`config.mk`:
```
export PLATFORM = sky130hd
export DESIGN_NAME = mem_port_arbiter
export DESIGN_NICKNAME = d
export VERILOG_FILES = /design/src/rtl/mem_port_arbiter_pkg.sv /design/src/rtl/mem_align_check.sv /design/src/rtl/mem_port_arbiter.sv
export SDC_FILE = /design/constraint.sdc
export NUM_CORES = 1
export LEC_CHECK = 0
export CORE_ASPECT_RATIO = 0.7
export CORE_MARGIN = 2
export CORE_UTILIZATION = 32
export DETAILED_ROUTE_END_ITERATION = 8
export PLACE_DENSITY = 0.79
export SKIP_CTS_REPAIR_TIMING = 1
export SLEW_MARGIN = 5
export SYNTH_ARGS = -nofsm -noshare
export SYNTH_HDL_FRONTEND = slang
export SYNTH_SLANG_ARGS = --single-unit
```
`constraint.sdc`:
```
create_clock -name clk -period 1.9 [get_ports clk]
set_clock_uncertainty 0.05 [all_clocks]
set_input_delay 0.19 -clock clk [delete_from_list [all_inputs] [get_ports clk]]
set_output_delay 0.19 -clock clk [all_outputs]
set_load 0.1 [all_outputs]
```
`src/rtl/mem_port_arbiter_pkg.sv`:
```
// mem_port_arbiter_pkg
// Shared types and constants for the memory port arbiter.
//   - bus width typedefs for instruction / data paths
//   - arb_state_e : arbiter FSM states
//   - owner_e     : which requester owns the in-flight transaction
//   - ExCode      : RISC-V exception codes returned with responses
package mem_port_arbiter_pkg;

    localparam int XLEN = 32;

    typedef logic [XLEN-1:0] InstAddrBus;
    typedef logic [XLEN-1:0] InstBus;
    typedef logic [XLEN-1:0] MemAddrBus;
    typedef logic [XLEN-1:0] MemBus;
    typedef logic [7:0]      ExCode;
    typedef logic [3:0]      MemBe;

    typedef enum logic [1:0] {
        IDLE = 2'd0,
        ADDR = 2'd1,
        RSP  = 2'd2,
        ERR  = 2'd3
    } arb_state_e;

    typedef enum logic {
        OWN_IF  = 1'b0,
        OWN_LSU = 1'b1
    } owner_e;

    localparam ExCode EXC_INST_MISALIGN  = 8'd0;
    localparam ExCode EXC_INST_FAULT     = 8'd1;
    localparam ExCode EXC_LOAD_MISALIGN  = 8'd4;
    localparam ExCode EXC_LOAD_FAULT     = 8'd5;
    localparam ExCode EXC_STORE_MISALIGN = 8'd6;
    localparam ExCode EXC_STORE_FAULT    = 8'd7;

    // Access-fault code for a bus error or response timeout.
    function automatic ExCode fault_code(input owner_e owner, input logic we);
        if (owner == OWN_IF) begin
            return EXC_INST_FAULT;
        end
        return we ? EXC_STORE_FAULT : EXC_LOAD_FAULT;
    endfunction

endpackage

```
`src/rtl/mem_align_check.sv`:
```
// mem_align_check
// Combinational alignment check of the request about to be granted.
//   i_is_fetch   : 1 = instruction fetch, 0 = LSU access
//   i_we         : LSU store flag (ignored for fetch)
//   i_be         : LSU byte enables (ignored for fetch)
//   i_addr_lo    : address bits [1:0]
//   o_misaligned : access must not go to memory
//   o_exc        : misalign ExCode for this kind of access
module mem_align_check
    import mem_port_arbiter_pkg::*;
(
    input  logic       i_is_fetch,
    input  logic       i_we,
    input  MemBe       i_be,
    input  logic [1:0] i_addr_lo,
    output logic       o_misaligned,
    output ExCode      o_exc
);

    always_comb begin
        o_misaligned = 1'b0;
        if (i_is_fetch) begin
            o_misaligned = (i_addr_lo != 2'b00);
        end else begin
            // Word must be word aligned, half-word must be half aligned;
            // single-byte and other strobe patterns are always accepted.
            case (i_be)
                4'hF:       o_misaligned = (i_addr_lo != 2'b00);
                4'h3, 4'hC: o_misaligned = i_addr_lo[0];
                default:    o_misaligned = 1'b0;
            endcase
        end

        if (i_is_fetch) begin
            o_exc = EXC_INST_MISALIGN;
        end else if (i_we) begin
            o_exc = EXC_STORE_MISALIGN;
        end else begin
            o_exc = EXC_LOAD_MISALIGN;
        end
    end

endmodule

```
`src/rtl/mem_port_arbiter.sv`:
```
// mem_port_arbiter
// Shares one 32-bit memory port between instruction fetch (IF) and the
// load/store unit (LSU). One outstanding transaction at a time.
//   IF side  : if_req/if_addr/if_flush in; if_gnt/if_rvalid/if_rdata/if_exc out
//   LSU side : lsu_req/we/be/addr/wdata in; lsu_gnt/rvalid/rdata/exc out
//   Memory   : mem_req/we/be/addr/wdata/abort out; mem_gnt/rvalid/rdata/err in
//   dbg_state: current FSM state
// Handshake: a requester holds *_req with stable payload; *_gnt pulses for
// one cycle in IDLE and the payload is captured on that edge. Exactly one
// *_rvalid pulse later returns the response (rdata/exc valid only with it).
// Downstream: mem_req with payload is held until mem_gnt; the response is
// the first mem_rvalid in RSP.
module mem_port_arbiter
    import mem_port_arbiter_pkg::*;
#(
    parameter int STARVE_LIMIT = 4,
    parameter int TIMEOUT      = 255
) (
    input  logic       clk,
    input  logic       rst_n,
    input  logic       if_req,
    input  InstAddrBus if_addr,
    input  logic       if_flush,
    output logic       if_gnt,
    output logic       if_rvalid,
    output InstBus     if_rdata,
    output ExCode      if_exc,
    input  logic       lsu_req,
    input  logic       lsu_we,
    input  MemBe       lsu_be,
    input  MemAddrBus  lsu_addr,
    input  MemBus      lsu_wdata,
    output logic       lsu_gnt,
    output logic       lsu_rvalid,
    output MemBus      lsu_rdata,
    output ExCode      lsu_exc,
    output logic       mem_req,
    output logic       mem_we,
    output MemBe       mem_be,
    output MemAddrBus  mem_addr,
    output MemBus      mem_wdata,
    input  logic       mem_gnt,
    input  logic       mem_rvalid,
    input  MemBus      mem_rdata,
    input  logic       mem_err,
    output logic       mem_abort,
    output arb_state_e dbg_state
);

    localparam int SW = $clog2(STARVE_LIMIT + 1);
    localparam int CW = (TIMEOUT > 1) ? $clog2(TIMEOUT) : 1;
    localparam logic [SW-1:0] STREAK_MAX = SW'(STARVE_LIMIT);
    localparam logic [CW-1:0] CNT_LAST   = CW'(TIMEOUT - 1);

    arb_state_e    r_state;
    arb_state_e    w_state_nxt;
    owner_e        r_owner;
    logic [SW-1:0] r_streak;
    logic [CW-1:0] r_cnt;
    logic          r_we;
    MemBe          r_be;
    MemAddrBus     r_addr;
    MemBus         r_wdata;
    ExCode         r_mis_exc;
    logic          r_drop;

    logic          w_idle;
    logic          w_pick_if;
    logic          w_gnt_if;
    logic          w_gnt_lsu;
    logic          w_misaligned;
    ExCode         w_mis_exc;
    logic          w_timeout;
    logic          w_rsp_fire;
    ExCode         w_rsp_exc;
    MemBus         w_rsp_data;
    logic          w_flush_hit;
    logic          w_drop;

    // Grants are also gated by rst_n so every output is 0 while in reset.
    assign w_idle    = (r_state == IDLE) && rst_n;
    assign w_pick_if = if_req && (!lsu_req || (r_streak == STREAK_MAX));
    assign w_gnt_if  = w_idle && w_pick_if;
    assign w_gnt_lsu = w_idle && lsu_req && !w_pick_if;

    mem_align_check u_align (
        .i_is_fetch   (w_pick_if),
        .i_we         (lsu_we),
        .i_be         (lsu_be),
        .i_addr_lo    (w_pick_if ? if_addr[1:0] : lsu_addr[1:0]),
        .o_misaligned (w_misaligned),
        .o_exc        (w_mis_exc)
    );

    // Counter holds cycles spent in RSP minus one; the last allowed cycle
    // is TIMEOUT cycles after the mem_gnt edge.
    assign w_timeout  = (r_state == RSP) && !mem_rvalid && (r_cnt == CNT_LAST);
    assign w_rsp_fire = (r_state == ERR) ||
                        ((r_state == RSP) && (mem_rvalid || w_timeout));

    // A flush in the response cycle itself also suppresses that response.
    assign w_flush_hit = if_flush && (r_owner == OWN_IF) && (r_state != IDLE);
    assign w_drop      = r_drop || w_flush_hit;

    always_comb begin
        w_state_nxt = r_state;
        if_gnt      = w_gnt_if;
        lsu_gnt     = w_gnt_lsu;
        mem_req     = 1'b0;
        mem_we      = 1'b0;
        mem_be      = '0;
        mem_addr    = '0;
        mem_wdata   = '0;
        mem_abort   = w_timeout;
        w_rsp_exc   = '0;
        w_rsp_data  = '0;

        case (r_state)
            IDLE: begin
                if (w_gnt_if || w_gnt_lsu) begin
                    w_state_nxt = w_misaligned ? ERR : ADDR;
                end
            end
            ADDR: begin
                mem_req   = 1'b1;
                mem_we    = r_we;
                mem_be    = r_be;
                mem_addr  = r_addr;
                mem_wdata = r_wdata;
                if (mem_gnt) begin
                    w_state_nxt = RSP;
                end
            end
            RSP: begin
                if (mem_rvalid) begin
                    w_state_nxt = IDLE;
                    if (mem_err) begin
                        w_rsp_exc = fault_code(r_owner, r_we);
                    end else begin
                        w_rsp_data = mem_rdata;
                    end
                end else if (w_timeout) begin
                    w_state_nxt = IDLE;
                    w_rsp_exc   = fault_code(r_owner, r_we);
                end
            end
            ERR: begin
                w_state_nxt = IDLE;
                w_rsp_exc   = r_mis_exc;
            end
            default: w_state_nxt = IDLE;
        endcase

        if_rvalid  = w_rsp_fire && (r_owner == OWN_IF) && !w_drop;
        lsu_rvalid = w_rsp_fire && (r_owner == OWN_LSU);
        if_rdata   = if_rvalid  ? w_rsp_data : '0;
        if_exc     = if_rvalid  ? w_rsp_exc  : '0;
        lsu_rdata  = lsu_rvalid ? w_rsp_data : '0;
        lsu_exc    = lsu_rvalid ? w_rsp_exc  : '0;
    end

    assign dbg_state = r_state;

    always_ff @(posedge clk or negedge rst_n) begin
        if (!rst_n) begin
            r_state <= IDLE;
        end else begin
            r_state <= w_state_nxt;
        end
    end

    always_ff @(posedge clk or negedge rst_n) begin
        if (!rst_n) begin
            r_owner   <= OWN_IF;
            r_streak  <= '0;
            r_cnt     <= '0;
            r_we      <= 1'b0;
            r_be      <= '0;
            r_addr    <= '0;
            r_wdata   <= '0;
            r_mis_exc <= '0;
            r_drop    <= 1'b0;
        end else begin
            if (w_gnt_if) begin
                r_owner   <= OWN_IF;
                r_streak  <= '0;
                r_we      <= 1'b0;
                r_be      <= 4'hF;
                r_addr    <= if_addr;
                r_wdata   <= '0;
                r_mis_exc <= w_mis_exc;
            end else if (w_gnt_lsu) begin
                r_owner   <= OWN_LSU;
                r_we      <= lsu_we;
                r_be      <= lsu_be;
                r_addr    <= lsu_addr;
                r_wdata   <= lsu_wdata;
                r_mis_exc <= w_mis_exc;
                // Only contested LSU wins count toward IF starvation.
                if (if_req && (r_streak != STREAK_MAX)) begin
                    r_streak <= r_streak + 1'b1;
                end
            end

            if ((r_state == ADDR) && mem_gnt) begin
                r_cnt <= '0;
            end else if (r_state == RSP) begin
                r_cnt <= r_cnt + 1'b1;
            end

            if (w_state_nxt == IDLE) begin
                r_drop <= 1'b0;
            end else if (w_flush_hit) begin
                r_drop <= 1'b1;
            end
        end
    end

endmodule

```
==> flow_summary.yaml, run 1 <==
worst_setup_path:
  worst_ep_required_time_ps: 1660
  crit_path_end: "if_rdata[16]"
  cpPeakStageDelay_ps: 390
  critPathSlowestCell: "dfrtp_1"
  startpoint_type: "register"
  path_buf_inv: 4
  r2r_start: "dbg_state[1]"
  r2r_setup_slack_ps: 30
  end_kind: "output port"
  critPathKind: "register to output port"
  cp.arrival_ps: 2130
  reg2reg_to: "r_addr[3]"
  worst_path_most_repeated_cell: "buf_12"
  r2r_cells: 7
  crit_path_start: "r_cnt[0]"
  crit_fanout: 18
  critPathTopFamily: "buffers and inverters"
  crit_chain: "inv_1 -> ha_1 -> nand4_1 -> nor2_4 -> o311ai_4 -> buf_4 -> buf_12 -> nor2_2 -> buf_12"
  worst-path-stages: 9
routing:
  first_pass_iters: 4
  final_antenna_net_count: 0
  avgViaCountPerCell: 5.011
  drtIter0Drc: 175
  avgRoutedWirePerCell_um: 20.00
  drc: 0
  routed_wl_um: 22210
  vias: 5562
synth:
  yosysMostFrequentCell: "dfrtp_1"
  synth_edf_count: 0
  yosys-top-cells-count: "86 x dfrtp_1, 75 x nor2_1, 74 x nand2_1"
  post-synth-top-area-cell: "dfrtp_1"
  synth_ff_type: "dfrtp_1"
  netlist_area_um2: 4825
  synth_area_leaders: "dfrtp_1 45%, and2_1 9.1%, mux2i_1 6.6%"
  yosys.area.top_type_share_pct: 44.61
  ys_seq_area_share_pct: 44.61
  synth-seq-cells: 86
  synth.distinct_cells: 42
  syn_inst: 535
  yosysWarnings: 0
  synth.avg_cell_area_um2: 9.018
  async_reset_ff_share_pct: 100.0
floorplan:
  die_y_um: 106.7
  initial_core_util_pct: 32.77
  core_um2: 14720
  die_w_um: 150.8
  io_pins: 298
  placementRows: 37
  dieArea_um2: 16090
outcome:
  status: "finished with violations"
  violations: "setup timing"
clock_tree:
  clkLatencyLatePin_ps: 330
  cts.path.max_buffers: 2
  ctsRootBufferMaster: "clkbuf_16"
  h-tree-depth: 3
  cts_tree: "yes"
  clk_pin_slew_ps: 70
  cts.sinks: 86
  cts_buffers: 9
placement:
  place_inst: 1035
  dp_hpwl_um: 14130
  io_buffers: 287
  placed_cell_area_um2: 10100
  place_congestion: 0.7802
power:
  seqPwrFrac_pct: 19.9
  p_int_mw: 8.656
  switching_share_pct: 47.11
  vdd_drop_max_mv: 0.9819
  finalPower_mw: 16.37
  p_sw_mw: 7.711
  p_comb_share_pct: 68.2
  leakage_nw: 4.733
  p_clk_share_pct: 11.8
  powerDensity_nw_per_um2: 1398
grt:
  grt_max_degree: 77
  grt_pass1_vias: 5261
  use_met2_pct: 41.20
  met1_usage_pct: 23.55
  grtUsageMet3_pct: 8.723
  grt_pass1_wl_um: 27510
  grt_busiest_layer: "met2"
  grt_use_total_pct: 21.94
  grt_antenna_before_repair: 0
  grt-ovfl-total: 0
timing:
  finalCritPeriodShare_pct: 124.7
  fmax_mhz: 422.0
  hold_viol: 0
  min_period_ps: 2370
  setup_viol: 144
  setup_ws_ps: -469.7
  relSlewSlack_pct: 34.61
  tns_ps: -38740
  grt_setup_unrepaired: "yes"
  drv_slew: 0
  worstMarginPinSlew_ps: 980.8
cells_and_area:
  drive_gt1_share_pct: 48.74
  final_cells: 1110
  final_area_um2: 11710
  n_fill_cell: 821
  areaGrowthSynthToFinish_pct: 142.6
  diodes: 0
  nets: 1055
hold_path:
  hp-class: "input pin to asynchronous set/reset pin"
flow_run:
  drv_cap: 0
## metal layers
metal  routed length, um  part of all wire (%)  vias up
li1                    -                     -     2542
met1                8267                    37     2740
met2               11400                    51      240
met3                2009                   9.0       40
met4                 528                   2.4        0
met5                   0                     0        -
## placed cells by master, fill, tap and decap left out, types with 3 or more instances in the layout
cell             instances
nand2b_1                 4
nor2_4                  55
a22o_1                  34
nor2_2                  14
mux2i_1                 31
dfrtp_1                 84
buf_8                    3
buf_4                   61
nand2_1                 68
and2_4                  69
xor2_1                   3
clkdlybuf4s50_1        139
inv_1                    4
a21oi_1                  7
clkbuf_16               23
o22a_1                   4
nor2_1                   7
nand2_2                  4
nand4_1                  5
nand3_1                  6
ha_1                     4
o21ai_1                 28
o21ai_0                 13
buf_6                   20
buf_12                 162
conb_1                  10
## power groups by stage
stage | clock network, mW | registers (mW) | logic, mW
6_report | 1.94 | 3.26 | 11.2
5_1_grt | 2.05 | 3.35 | 11.6
2_1_floorplan | 0 | 3.24 | 6.12
3_3_place_gp | 0 | 3.18 | 9.54
4_1_cts | 1.96 | 3.22 | 9.70
3_5_place_dp | 0 | 3.23 | 9.69
## worst min path at each step
stage | slack [ps] | to | cells after the start
after CTS | -240 | r_addr[1] | 2
final | 110 | r_addr[23] | 2
after global routing | 190 | r_addr[23] | 2
after global placement | 120 | r_addr[0] | 2
after floorplan | -160 | r_addr[0] | 0
after detailed placement | 120 | r_addr[1] | 2
## cell families (layout without fill, tap and decap cells)
logic type | count (synthesis) | in the layout | synth area share, %
AO/OA/AOI/OAI | 103 | 103 | 14.94
XOR/XNOR | 3 | 3 | 0.5447
adder cells (fa/ha/maj) | 4 | 4 | 1.037
buffers and inverters | 55 | 426 | 6.847
flip-flops | 86 | 86 | 44.61
multiplexers | 32 | 32 | 6.639
other | 1 | 10 | 0.07773
AND/OR/NAND/NOR | 251 | 251 | 25.31
## final cells by class
type	instances	area [um^2]	share of cell area (%)
timing repair buffer	401	5751	49.12
multi-input combinational	403	3151	26.91
sequential	86	2160	18.45
tap	195	244.0	2.084
clock buffer	11	242.7	2.074
clock inverter	5	82.58	0.7054
inverter	8	65.06	0.5558
timing repair inverter	1	11.26	0.09620
## through the flow
step           util [%]  worst slack [ps]  hold WS, ps
2_1_floorplan         -             -1196       -155.6
3_5_place_dp      68.64            -150.6        118.7
4_1_cts           70.85            -526.1       -236.7
6_report          79.52            -469.7        112.6
5_1_grt           79.52            -587.3        190.6
3_3_place_gp      68.64            -103.5        117.8
## sequential cells by signal, indices dropped and copies added, names as in the netlist
signal     count
r_we           1
r_wdata       32
r_mis_exc      2
r_streak       3
r_be           4
r_addr        32
r_drop         1
dbg_state      2
r_owner        1
r_cnt          8
No activity file was read; power rests on OpenSTA's default activity.
==> run 2, diff against run 1 <==
--- a/config.mk
+++ b/config.mk
@@ -5,11 +5,12 @@
 export SDC_FILE = /design/constraint.sdc
 export NUM_CORES = 1
 export LEC_CHECK = 0
+export ABC_AREA = 1
 export CORE_ASPECT_RATIO = 0.7
 export CORE_MARGIN = 2
 export CORE_UTILIZATION = 32
 export DETAILED_ROUTE_END_ITERATION = 8
-export PLACE_DENSITY = 0.79
+export PLACE_DENSITY = 0.78
 export SKIP_CTS_REPAIR_TIMING = 1
 export SLEW_MARGIN = 5
 export SYNTH_ARGS = -nofsm -noshare
==> flow_summary.yaml, run 2 <==
floorplan:
  initial_core_util_pct: 32.43
  placementRows: 38
  core_um2: 15310
  die_w_um: 152.9
  io_pins: 298
  dieArea_um2: 16540
  die_y_um: 108.2
cells_and_area:
  mostFrequentLayoutCell: "buf_12"
  multi_input_area_um2: 3366
  diodes: 0
  areaGrowthSynthToFinish_pct: 141.4
  layout_common_cells: "159 x buf_12, 139 x clkdlybuf4s50_1, 137 x nor2_4"
  drive_gt1_share_pct: 42.94
  n_fill_cell: 908
  postLayoutCoreUtil_pct: 78.29
  regArea_um2: 2160
  reg_top3: "r_addr x32, r_wdata x32, r_cnt x8"
  nets: 1174
synth:
  synth_area_leaders: "dfrtp_1 43%, nor2_1 11%, inv_1 7.6%"
  yosysWarnings: 0
  synth-seq-cells: 86
  syn_inst: 677
  yosys.area.top_type_share_pct: 43.35
  synth.avg_cell_area_um2: 7.333
  yosysMostFrequentCell: "nor2_1"
  netlist_area_um2: 4965
  synth.distinct_cells: 31
  ys_seq_area_share_pct: 43.35
  yosys-top-cells-count: "150 x nor2_1, 101 x inv_1, 96 x nand2_1"
  async_reset_ff_share_pct: 100.0
  post-synth-top-area-cell: "dfrtp_1"
  synth_ff_type: "dfrtp_1"
  synth_edf_count: 0
worst_setup_path:
  r2r_cells: 10
  worst_path_most_repeated_cell: "nand2_2"
  path_buf_inv: 4
  crit_chain: "inv_2 -> ha_4 -> nand2_2 -> nor2_2 -> nand2_2 -> nand2_2 -> nand2_4 -> nand2_8 -> buf_12 -> nand2_8 -> buf_6 -> nor2_4 -> buf_12"
  r2r_start: "dbg_state[1]"
  critPathKind: "register to output port"
  critPathSlowestCell: "dfrtp_1"
  worst-path-stages: 13
  end_kind: "output port"
  crit_fanout: 4
  r2r_setup_slack_ps: 90
  worst_ep_required_time_ps: 1660
  reg2reg_to: "r_cnt[0]"
  startpoint_type: "register"
  cpPeakStageDelay_ps: 400
  cp.arrival_ps: 2090
  critPathTopFamily: "simple AND/OR/NAND/NOR gates"
timing:
  relSlewSlack_pct: 58.92
  drv_slew: 0
  hold_viol: 0
  setup_ws_ps: -427.5
  fmax_mhz: 429.7
  setup_viol: 144
  grt_setup_unrepaired: "yes"
  tns_ps: -36020
  worstMarginPinSlew_ps: 616.2
  min_period_ps: 2327
  finalCritPeriodShare_pct: 122.5
grt:
  grt_max_degree: 54
  grt-ovfl-total: 0
  grt_pass1_vias: 5687
  grt_pass1_wl_um: 29050
  grt_antenna_before_repair: 0
  grt_use_total_pct: 21.86
hold_path:
  whs_endpoint: "r_wdata[29]"
  hp-class: "input pin to register"
  holdCritStartpoint: "lsu_wdata[29]"
  hold-path-cell-count: 3
power:
  p_int_mw: 7.913
  switching_share_pct: 51.91
  vdd_drop_max_mv: 0.9388
  finalPower_mw: 16.45
  p_sw_mw: 8.540
  p_comb_share_pct: 71.0
  seqPwrFrac_pct: 18.2
  p_clk_share_pct: 10.8
  powerDensity_nw_per_um2: 1373
  leakage_nw: 4.671
routing:
  first_pass_iters: 5
  avgRoutedWirePerCell_um: 18.25
  drtIter0Drc: 343
  final_antenna_net_count: 0
  drc: 0
  routed_wl_um: 22520
  vias: 6055
  avgViaCountPerCell: 4.907
clock_tree:
  cts.path.max_buffers: 2
  clk_pin_slew_ps: 70
  ctsRootBufferMaster: "clkbuf_16"
  cts_tree: "yes"
  cts.sinks: 86
  clkLatencyLatePin_ps: 330
  h-tree-depth: 3
  cts_buffers: 9
flow_run:
  drv_cap: 0
outcome:
  violations: "setup timing"
  status: "finished with violations"
placement:
  dp_hpwl_um: 14600
  place_congestion: 0.8495
  pre_cts_ws_ps: -120.2
  io_buffers: 287
==> run 2: worst max path at each step <==
stage / start / to / slack (ps)
detailed placement: mem_rvalid / if_exc[1] / -120
global route: r_cnt[0] / if_rdata[21] / -580
global placement: mem_rvalid / if_exc[1] / -120
floorplan: r_cnt[0] / lsu_rdata[0] / -760
CTS: r_cnt[0] / lsu_exc[2] / -420
finish: r_cnt[0] / if_rdata[6] / -430
==> run 2: routing by layer <==
layer	global-route usage, %	up-vias	share of wire [%]
met4	5.886	0	1.8
met5	0	-	0
met2	38.31	248	51
met1	26.36	2961	41
met3	6.733	30	6.5
li1	-	2816	-
==> run 2: kinds of logic after synthesis <==
family,share of synthesized area (%)
other,0.07553
buffers and inverters,14.52
AND/OR/NAND/NOR,28.38
flip-flops,43.35
adder cells (fa/ha/maj),1.008
multiplexers,0.2016
XOR/XNOR,0.3529
AO/OA/AOI/OAI,12.12
==> run 2: through the flow <==
| stage | cell area (um^2) | hold WS (ps) | cells |
|---|---|---|---|
| final | 11990 | 363.6 | 1234 |
| after global routing | 11990 | 371.2 | 1234 |
| after CTS | 10670 | -61.35 | 1187 |
| after detailed placement | 10370 | 296.1 | 1171 |
| after global placement | 10370 | 289.3 | 1171 |
| after floorplan | 5620 | -155.6 | 686 |
==> run 2: area by class of cell <==
cell class | count | area share, %
timing repair buffer | 377 | 45.38
multi-input combinational | 446 | 28.08
sequential | 86 | 18.02
inverter | 107 | 3.810
tap | 200 | 2.088
clock buffer | 10 | 1.910
clock inverter | 6 | 0.5741
timing repair inverter | 2 | 0.1461
==> run 2: tightest hold or removal path, delay by kind of cell <==
family | cells | cell delay [ps]
buffers and inverters | 1 | 400
and+or+nand+nor | 1 | 60
AOI/OAI and AO/OA | 1 | 50
==> run 2: power groups by stage <==
stage / Clock, mW / Combinational, mW / Sequential [mW]
after detailed placement: 0 / 9.32 / 3.01
after global placement: 0 / 9.19 / 2.96
after CTS: 1.81 / 9.35 / 2.98
final: 1.78 / 11.7 / 2.99
after global routing: 1.92 / 12.1 / 3.07
after floorplan: 0 / 5.87 / 3.07
